<file path="config.mk">
export PLATFORM = sky130hd
export DESIGN_NAME = jh_temp_guard
export DESIGN_NICKNAME = d
export VERILOG_FILES = /design/src/rtl/jh_temp_guard.sv
export SDC_FILE = /design/constraint.sdc
export NUM_CORES = 1
export LEC_CHECK = 0
export CORE_ASPECT_RATIO = 1.25
export CORE_MARGIN = 4
export CORE_UTILIZATION = 56
export DETAILED_ROUTE_END_ITERATION = 7
export GPL_TIMING_DRIVEN = 1
export PLACE_DENSITY = 0.94
export SKIP_LAST_GASP = 1
export SLEW_MARGIN = 30
export SYNTH_ARGS = -nofsm -noshare
export SYNTH_HDL_FRONTEND = slang
export SYNTH_SLANG_ARGS = --single-unit
</file>
<file path="constraint.sdc">
create_clock -name clock -period 13.8 [get_ports clock]
set_input_delay 2.76 -clock clock [delete_from_list [all_inputs] [get_ports clock]]
set_output_delay 2.76 -clock clock [all_outputs]
set_load 0.02 [all_outputs]
</file>
<file path="src/rtl/jh_temp_guard.sv">
// Thermal guard: hotter-channel warn/trip evaluation with hysteresis, debounce and sampler watchdog.
// Optional peak-hold register enabled by defining JH_TEMP_PEAK_EN.
module jh_temp_guard #(
    parameter int              TRIP_COUNT     = 3,
    parameter int              WDW            = 24,
    parameter logic [WDW-1:0]  TIMEOUT_CYCLES = 24'd2000000
) (
    input  logic        clock,
    input  logic        reset,
    input  logic [15:0] temperature1,
    input  logic [15:0] temperature2,
    input  logic        en_RF_in,
    input  logic [15:0] warn_limit,
    input  logic [15:0] trip_limit,
    input  logic [15:0] hyst,
    input  logic        fault_clear,
    output logic        en_RF_out,
    output logic        warn,
    output logic        trip,
    output logic        stale,
    output logic [15:0] temp_max,
    output logic        sample_strobe,
    output logic [1:0]  state_out,
    output logic [15:0] peak_temp
);

    typedef enum logic [1:0] {
        ST_NORMAL = 2'd0,
        ST_WARN   = 2'd1,
        ST_TRIP   = 2'd2,
        ST_STALE  = 2'd3
    } state_t;

    localparam int             CW      = $clog2(TRIP_COUNT + 1);
    localparam logic [CW-1:0]  CNT_MAX = CW'(TRIP_COUNT);
    localparam logic [WDW-1:0] WD_LAST = WDW'(TIMEOUT_CYCLES - 1'b1);

    state_t          r_state;
    state_t          w_next;
    logic            r_en_d;
    logic            r_en_out;
    logic            r_strobe;
    logic [15:0]     r_temp_max;
    logic [CW-1:0]   r_over_cnt;
    logic [WDW-1:0]  r_wd;

    logic            w_sample;
    logic [15:0]     w_tmax;
    logic [15:0]     w_eval;
    logic [16:0]     w_diff;
    logic [15:0]     w_low;
    logic            w_over;
    logic            w_trip_hit;
    logic            w_timeout;
    logic            w_trip_exit;

    assign w_sample   = en_RF_in & ~r_en_d;
    assign w_tmax     = (temperature1 >= temperature2) ? temperature1 : temperature2;
    assign w_eval     = w_sample ? w_tmax : r_temp_max;
    // Warn-exit threshold clamps at zero when hysteresis exceeds the warn limit.
    assign w_diff     = {1'b0, warn_limit} - {1'b0, hyst};
    assign w_low      = w_diff[16] ? 16'd0 : w_diff[15:0];
    assign w_over     = (w_tmax >= trip_limit);
    assign w_trip_hit = w_over && ((int'(r_over_cnt) + 1) >= TRIP_COUNT);
    assign w_timeout  = (r_wd == WD_LAST);

    always_comb begin
        w_next      = r_state;
        w_trip_exit = 1'b0;
        case (r_state)
            ST_TRIP: begin
                if (fault_clear && (w_eval < w_low)) begin
                    w_next      = ST_NORMAL;
                    w_trip_exit = 1'b1;
                end
            end
            ST_WARN: begin
                if (w_sample) begin
                    if (w_trip_hit)           w_next = ST_TRIP;
                    else if (w_tmax < w_low)  w_next = ST_NORMAL;
                end else if (w_timeout) begin
                    w_next = ST_STALE;
                end
            end
            default: begin
                if (w_sample) begin
                    if (w_trip_hit)                  w_next = ST_TRIP;
                    else if (w_tmax >= warn_limit)   w_next = ST_WARN;
                    else                             w_next = ST_NORMAL;
                end else if (w_timeout) begin
                    w_next = ST_STALE;
                end
            end
        endcase
    end

    always_ff @(posedge clock) begin
        if (reset) begin
            r_state    <= ST_NORMAL;
            r_en_d     <= 1'b0;
            r_en_out   <= 1'b0;
            r_strobe   <= 1'b0;
            r_temp_max <= 16'd0;
            r_over_cnt <= '0;
            r_wd       <= '0;
        end else begin
            r_state  <= w_next;
            r_en_d   <= en_RF_in;
            r_strobe <= w_sample;
            // Gate on the next state so the tripping edge already drops the enable.
            r_en_out <= en_RF_in & ((w_next == ST_NORMAL) || (w_next == ST_WARN));
            if (w_sample) begin
                r_temp_max <= w_tmax;
            end
            if (w_sample) begin
                r_wd <= '0;
            end else if (!w_timeout) begin
                r_wd <= r_wd + 1'b1;
            end
            if (w_trip_exit) begin
                r_over_cnt <= '0;
            end else if (w_sample) begin
                if (!w_over)                     r_over_cnt <= '0;
                else if (r_over_cnt != CNT_MAX)  r_over_cnt <= r_over_cnt + 1'b1;
            end
        end
    end

`ifdef JH_TEMP_PEAK_EN
    logic [15:0] r_peak;

    always_ff @(posedge clock) begin
        if (reset) begin
            r_peak <= 16'd0;
        end else if (w_trip_exit) begin
            r_peak <= r_temp_max;
        end else if (w_sample && (w_tmax > r_peak)) begin
            r_peak <= w_tmax;
        end
    end

    assign peak_temp = r_peak;
`else
    assign peak_temp = 16'd0;
`endif

    assign en_RF_out     = r_en_out;
    assign sample_strobe = r_strobe;
    assign temp_max      = r_temp_max;
    assign state_out     = r_state;
    assign warn          = (r_state == ST_WARN);
    assign trip          = (r_state == ST_TRIP);
    assign stale         = (r_state == ST_STALE);

endmodule

</file>
==> results of run 1 <==
[synth_stat cells (all sizes together), types with 4 or more instances]
library cell | instances | share of area (%)
or3 | 5 | 0.61
o21ai | 43 | 4.2
ha | 98 | 24
dfxtp | 47 | 18
nand3 | 16 | 1.6
nor3 | 8 | 0.87
and3 | 6 | 0.92
clkbuf | 10 | 0.73
a211oi | 7 | 1.1
xor2 | 17 | 2.9
inv | 91 | 6.6
and4 | 4 | 0.68
nor2b | 28 | 3.4
a21o | 17 | 2.5
o211ai | 5 | 0.73
nand4 | 17 | 2.1
mux2i | 4 | 0.78
xnor2 | 12 | 2.0
buf | 20 | 2.7
nor2 | 73 | 5.4
nand3b | 5 | 0.73
nand2b | 8 | 1.0
a21oi | 48 | 4.7
nor4 | 5 | 0.90
nand2 | 64 | 4.7
[flip-flops by register name (all words and copies together) (netlist names)]
signal,count
r_wd,24
temp_max,16
r_over_cnt,2
state_out,2
en_RF_out,1
r_en_d,1
sample_strobe,1
[final timing paths]
path,startpoint,endpoint
worst max-delay path,warn_limit[0],en_RF_out
worst min-delay path,r_wd[18],r_wd[18]
worst max register to register,r_en_d,en_RF_out
worst min register to register,r_wd[18],r_wd[18]
[per-layer routing]
metal | vias up | routed length (um) | global-route usage (%)
met5 | - | 0 | 0
met4 | 0 | 414 | 10.4
met3 | 38 | 964 | 3.21
met2 | 228 | 7220 | 48.5
met1 | 2392 | 5630 | 29.5
li1 | 2543 | - | -
[area by class of cell]
cell class | instances | share of cell area [%]
sequential | 47 | 14.8
tap | 120 | 2.36
clock inverter | 2 | 0.217
timing repair buffer | 107 | 16.8
multi-input combinational | 542 | 59.3
inverter | 91 | 5.38
clock buffer | 5 | 1.08
[cells by family (layout without fill, tap and decap cells)]
logic type | count (synthesis) | after routing | synth area share, %
compound gates | 142 | 142 | 16.8
flops | 47 | 47 | 18.2
simple gates | 251 | 251 | 24.8
other cells | 1 | 16 | 0.0727
mux | 4 | 4 | 0.776
buf+inv | 121 | 205 | 10.0
fa+ha+maj | 100 | 100 | 24.4
xor+xnor | 29 | 29 | 4.92
[power breakdown]
part / switching, uW / internal [uW]
registers: 4.76 / 141
logic: 134 / 107
clock network: 45.8 / 34.7
total: 185 / 283
[through the flow]
step / instance area, um2 / instances / util (%) / setup slack (ps)
5_1_grt: 6350 / 914 / 71.8 / 6290
3_5_place_dp: 6260 / 907 / 70.8 / 6460
4_1_cts: 6350 / 914 / 71.8 / 6740
6_report: 6350 / 914 / 71.8 / 6710
3_3_place_gp: 6260 / 907 / 70.8 / 6570
2_1_floorplan: 5220 / 710 / - / 7510
[worst reg2reg max path: stages, from the launching register on]
cell and delay, ps:
dfxtp_1 340, nand2b_1 480, buf_4 350, o21ai_0 160, ha_1 350, a21o_1 190
a21o_1 170, a211oi_1 240, o21ai_0 150, o211ai_1 100, and3b_1 230, a21oi_1 80
a211oi_1 250, and2_1 190
==> flow_summary.ini, run 1 <==
[sta]
max_freq_mhz = 141
finalSetupTns_ps = 0
period_needed_ps = 7090
slew_violations = 0
timing.hold.ws_ps = 533
clock_skew_ps = 5.84
setup_viol = 0
worst_pin_slew_ps = 941
maxSlewHeadroom_pct = 37.1
min_period_over_period_pct = 51.3
hold_viol = 0
rsz0062_at_grt = no

[clock_network]
path_clk_slew_ps = 90
ctsHoldBuffers = 0
cts_tree = built
htree_levels = 2
clock_latency_ps = 300
clock_path_buffers = 2
cts.sinks = 47
post_cts_buffers = 0
cts_resized = 0
root_buffer = clkbuf_8
cts_buffers = 5

[setup_path]
slowest_delay_ps = 440
crit_family = compound AO/OA/AOI/OAI gates
crit_chain = clkdlybuf4s50_1 > inv_1 > ha_1 > inv_1 > fa_1 > a211oi_1 > o21ai_1 > a211oi_1 > o21bai_1 > a21oi_1 > o211ai_1 > a21oi_1 > xnor2_1 > nand2_1 > ha_1 > a21o_1 > a21oi_1 > o21ai_0 > a2111oi_0 > o211ai_1 > a211oi_1 > and2_1
slowest_stage = clkdlybuf4s50_1
critPathLaunchType = input port
cp.depth = 22
cp.arrival_ps = 7330
required_ps = 14050
cp-end-kind = flip-flop
worstPathBufferInverterCount = 3
path_class = input port to flip-flop
r2r_setup_slack_ps = 10460
path_max_fanout = 3
reg2reg_depth = 13

[finish]
seqCellArea_um2 = 941
nets = 977
synthToLayoutAreaGrowth_pct = 23.1
fillers = 691
multi_input_area_um2 = 3770
n_antenna_cell = 0
layout_common_cells = clkdlybuf4s50_1, ha_1, inv_1
drive_above_1_share_pct = 2.77
layout_commonest_cell = clkdlybuf4s50_1

[grt]
grt_max_degree = 31
grt_pass1_vias = 5152
overflow = 0
grt_first_pass_wirelength_um = 22900
antenna_found_initial = 0
grt_usage_pct = 25.9

[die]
die_w_um = 93.9
start_util_pct = 58.4
core_um2 = 8840
die_h_um = 115
die_area_um2 = 10800
rows = 38
ioPinCount = 123

[power]
ir_drop_mv = 0.0401
p_per_area_nw_per_um2 = 73.7
p_total_uw = 468
cellLeakagePower_uw = 0.00297

[route]
dr.pass1.iters = 5
routed_wl_um = 14200
num_vias = 5201
via_per_inst = 5.69
wire_per_inst_um = 15.6
remaining_drc_errors = 0
drtIter0Drc = 363
antenna_left = 0

[synth]
synthDistinctLibCells = 64
synth_seq_cells = 47
syn_area_um2 = 5160
yosys_most_used_dff = dfxtp_1
synth_edf_count = 0
ys_warn_count = 0
syn_area_per_cell_um2 = 7.43
async_flop_share_pct = 0
synth_cells = 695
synth-seq-area-share_pct = 18.2

[place]
portBuffers = 106
gp_congestion = 0.946
dp_hpwl_um = 11900

[worst_hold_path]
hold_depth = 2
hp-class = flip-flop to flip-flop

[job]
drv_cap = 0

[status]
status = finished, final reports clean
No activity file was read; power rests on OpenSTA's default activity.
==> inputs of run 2 (changes only) <==
CORE_UTILIZATION = 47   (was 56)
PLACE_DENSITY = 0.84   (was 0.94)
clock period = 6.5 ns   (was 13.8 ns; I/O delays follow)
==> run 2 against run 1 <==
Compared with the run above: sequential cell count is the same; first-iteration DRC count shrank 45%; die area grew 18%; critical path depth is the same; clock skew grew 1.8 ps; non-clock buffer count grew 3; sequential power grew 110%; combinational power grew 110%; worst setup slack lost 5700 ps; sequential share of layout area shrank 0.20 points; routed wire length shrank 8.6%; critical endpoint unchanged; largest cell class unchanged.
==> flow_summary.ini, run 2 (same netlist as run 1, synthesis figures left out) <==
[clock_network]
post_cts_buffers = 0
path_clk_slew_ps = 60
clock_latency_ps = 290
clock_path_buffers = 2
cts_tree = built
cts_resized = 0
root_buffer = clkbuf_16
cts.sinks = 47
htree_levels = 2
ctsHoldBuffers = 0
cts_buffers = 5

[grt]
use_met3_pct = 2.51
grt_pass1_vias = 4776
grt_first_pass_wirelength_um = 21200
antenna_found_initial = 0
met2_usage_pct = 36.2
top_usage_layer = met2
grt_usage_pct = 20.2
overflow = 0
gr-usage-met1_pct = 24.0
grt_max_degree = 30

[setup_path]
required_ps = 6730
path_class = input port to flip-flop
path_max_fanout = 3
critPathLaunchType = input port
cp.arrival_ps = 5770
cp-end-kind = flip-flop

[die]
die_area_um2 = 12700
die_w_um = 102
ioPinCount = 123
start_util_pct = 48.4
die_h_um = 125
rows = 42
core_um2 = 10700

[route]
dr.pass1.iters = 4
routed_wl_um = 13000
remaining_drc_errors = 0
drtIter0Drc = 200
wire_per_inst_um = 14.0
via_per_inst = 5.38
num_vias = 4999
antenna_left = 0

[finish]
drive_above_1_share_pct = 3.26
top_register = r_wd
layout_common_cells = clkdlybuf4s50_1, ha_1, inv_1
nets = 980
finalInstanceArea_um2 = 6440
synthToLayoutAreaGrowth_pct = 24.8
largest_reg_flops = 24
n_antenna_cell = 0
layout_commonest_cell = clkdlybuf4s50_1

[sta]
worst_pin_slew_ps = 862
hold_viol = 0
finalSetupTns_ps = 0
slew_violations = 0
period_needed_ps = 5530
max_freq_mhz = 181
rsz0062_at_grt = no
maxSlewHeadroom_pct = 42.3
setup_viol = 0
min_period_over_period_pct = 85.1
clock_skew_ps = 7.62

[power]
p_per_area_nw_per_um2 = 164
ir_drop_mv = 0.115
cellLeakagePower_uw = 0.00301

[place]
placed_area_um2 = 6300
portBuffers = 106
dp_hpwl_um = 11100
gp_congestion = 0.937

[worst_hold_path]
hp-class = flip-flop to flip-flop

[job]
drv_cap = 0

[status]
status = finished, final reports clean
-- run 2: final timing paths --
check	from	end	slack (ps)	depth (start not counted)
setup / recovery	warn_limit[0]	en_RF_out	970	22
setup reg to reg	r_en_d	en_RF_out	3470	13
hold reg to reg	r_wd[23]	r_wd[23]	520	2
hold / removal	r_wd[23]	r_wd[23]	520	2
-- run 2: cell type report --
| class | count | area (um2) |
|---|---|---|
| timing repair buffer | 110 | 1090 |
| tap | 132 | 165 |
| clock inverter | 2 | 13.8 |
| clock buffer | 5 | 125 |
| fill | 966 | 4230 |
| inverter | 91 | 342 |
| multi-input combinational | 542 | 3760 |
| sequential | 47 | 941 |
-- run 2: routing by layer --
metal,up-vias,routed length (um)
met1,2287,5450
met2,128,6510
met5,-,0
met4,0,387
li1,2556,-
met3,28,661
-- run 2: stage by stage --
stage | setup slack [ps] | hold WS, ps | cells | utilization, % | power (uW)
2_1_floorplan | 1670 | 471 | 710 | - | 651
3_3_place_gp | 885 | 485 | 922 | 59.1 | 800
3_5_place_dp | 754 | 509 | 922 | 59.1 | 811
4_1_cts | 1010 | 526 | 929 | 60.4 | 1060
5_1_grt | 615 | 559 | 929 | 60.4 | 1140
6_report | 968 | 524 | 929 | 60.4 | 1060
-- run 2: worst max-delay path, stage by stage --
cell	delay, ps
clkdlybuf4s50_1	430
inv_1	80
ha_1	170
inv_1	60
fa_1	410
a211oi_1	320
o21ai_1	170
a211oi_1	220
o21bai_1	120
a21oi_1	240
o211ai_1	120
a21oi_1	180
xnor2_1	130
nand2_1	110
ha_1	310
a21o_1	170
a21oi_1	120
o21ai_0	100
a2111oi_0	310
o211ai_1	190
a211oi_1	320
and2_1	170
-- run 2: power by group --
part	internal, uW	switching, uW	total (uW)
Combinational	228	273	501
Clock	140	105	245
Sequential	300	9.74	310
==> inputs of run 3 (changes only) <==
RECOVER_POWER = 50   (was unset)
==> run 3 against run 2 <==
Compared with the run above: routed wire length barely moved; power down 0.50%; maximum frequency is essentially flat; highest routed layer unchanged.
==> flow_summary.ini, run 3 (same netlist as run 1, synthesis figures left out) <==
[sta]
finalSetupTns_ps = 0
period_needed_ps = 5530
hold_viol = 0
min_period_over_period_pct = 85.0
rsz0062_at_grt = no
setup_viol = 0
worst_pin_slew_ps = 871
clock_skew_ps = 6.48
maxSlewHeadroom_pct = 41.8
slew_violations = 0
timing.final.ws_setup_ps = 973
max_freq_mhz = 181

[route]
dr.pass1.iters = 5
remaining_drc_errors = 0
met3_length_um = 650
num_vias = 4992
via_per_inst = 5.37
wl_met1_um = 5410
routed_wl_um = 13000
antenna_left = 0
drtIter0Drc = 224
wl_met2_um = 6570
highest_layer = met4
wire_per_inst_um = 14.0

[status]
status = finished, final reports clean

[finish]
synthToLayoutAreaGrowth_pct = 24.8
top_register = r_wd
finalInstanceArea_um2 = 6440
layout_commonest_cell = ha_1
drive_above_1_share_pct = 3.26
n_antenna_cell = 0
largest_reg_flops = 24
layout_common_cells = ha_1, inv_1, clkdlybuf4s50_1
nets = 980

[die]
rows = 42
core_um2 = 10700
die_w_um = 102
die_h_um = 125
start_util_pct = 48.4
ioPinCount = 123
die_area_um2 = 12700

[setup_path]
r2r-start = r_en_d
crit_chain = clkdlybuf4s50_1 > inv_1 > ha_1 > inv_1 > fa_1 > a211oi_1 > o21ai_1 > a211oi_1 > o21bai_1 > a21oi_1 > o211ai_1 > a21oi_1 > xnor2_1 > nand2_1 > ha_1 > a21o_1 > a21oi_1 > o21ai_0 > a2111oi_0 > o211ai_1 > a211oi_1 > and2_1
cp-end-kind = flip-flop
slowest_delay_ps = 430
slowest_stage = clkdlybuf4s50_1
path_class = input port to flip-flop
crit_family = compound AO/OA/AOI/OAI gates
r2r_setup_slack_ps = 3460
cp.arrival_ps = 5760
rr_endpoint = en_RF_out
required_ps = 6730
path_max_fanout = 3
critPathLaunchType = input port
reg2reg_depth = 11
worstPathBufferInverterCount = 3

[grt]
grt_usage_pct = 20.2
grt_max_degree = 30
antenna_found_initial = 0
grt_pass1_vias = 4776
grt_first_pass_wirelength_um = 21200
overflow = 0

[place]
portBuffers = 106
gp_congestion = 0.937
post-place-ws_ps = 754
placed_area_um2 = 6300
dp_hpwl_um = 11100

[clock_network]
post_cts_buffers = 0
clock_path_buffers = 2
cts_resized = 0
cts_tree = built
cts_buffers = 5
htree_levels = 2
clock_latency_ps = 290
path_clk_slew_ps = 60
root_buffer = clkbuf_16
cts.sinks = 47
ctsHoldBuffers = 0

[worst_hold_path]
min_from = r_wd[23]
hp-class = flip-flop to flip-flop
hold_depth = 2
holdPathEnd = r_wd[23]

[power]
p_per_area_nw_per_um2 = 163
cellLeakagePower_uw = 0.00308
ir_drop_mv = 0.116

[job]
drv_cap = 0
-- run 3: final cells by class --
type / count / area [um2]
clock buffer: 5 / 125
sequential: 47 / 941
timing repair buffer: 110 / 1090
clock inverter: 2 / 13.8
tap: 132 / 165
fill: 966 / 4230
multi-input combinational: 542 / 3760
inverter: 91 / 342
-- run 3: worst max-delay path by stage --
stage,start,end,slack (ps),cells past startpoint
after global routing,warn_limit[0],en_RF_out,620,22
final,warn_limit[0],en_RF_out,970,22
after floorplan,warn_limit[0],en_RF_out,1670,21
after global placement,warn_limit[0],en_RF_out,880,22
after detailed placement,warn_limit[0],en_RF_out,750,22
after CTS,warn_limit[0],en_RF_out,1010,22
-- run 3: per-layer routing --
metal,GRT usage [%],vias to the layer above
li1,-,2556
met1,24.0,2272
met2,36.2,135
met3,2.51,29
met4,7.59,0
met5,0,-
-- run 3: metrics by stage --
| step | hold slack, ps | cells | util (%) | total power [uW] |
|---|---|---|---|---|
| finish | 527 | 929 | 60.4 | 1050 |
| global route | 559 | 929 | 60.4 | 1130 |
| CTS | 526 | 929 | 60.4 | 1060 |
| detailed placement | 509 | 922 | 59.1 | 811 |
| global placement | 485 | 922 | 59.1 | 800 |
| floorplan | 471 | 710 | - | 651 |
-- run 3: worst register-to-register path, stage by stage (launching register included) --
cell and delay (ps):
dfxtp_1 310, nand2b_2 430, buf_4 310, o21ai_0 310
ha_1 320, a21o_1 170, a21oi_1 190, nand4b_1 120
o211ai_1 290, a21oi_1 110, a211oi_1 260, and2_1 170
-- run 3: power breakdown --
part / switching, uW / internal, uW / leakage [uW]
Sequential: 9.25 / 300 / 0.000383
Combinational: 273 / 224 / 0.00262
Clock: 104 / 140 / 0.0000696
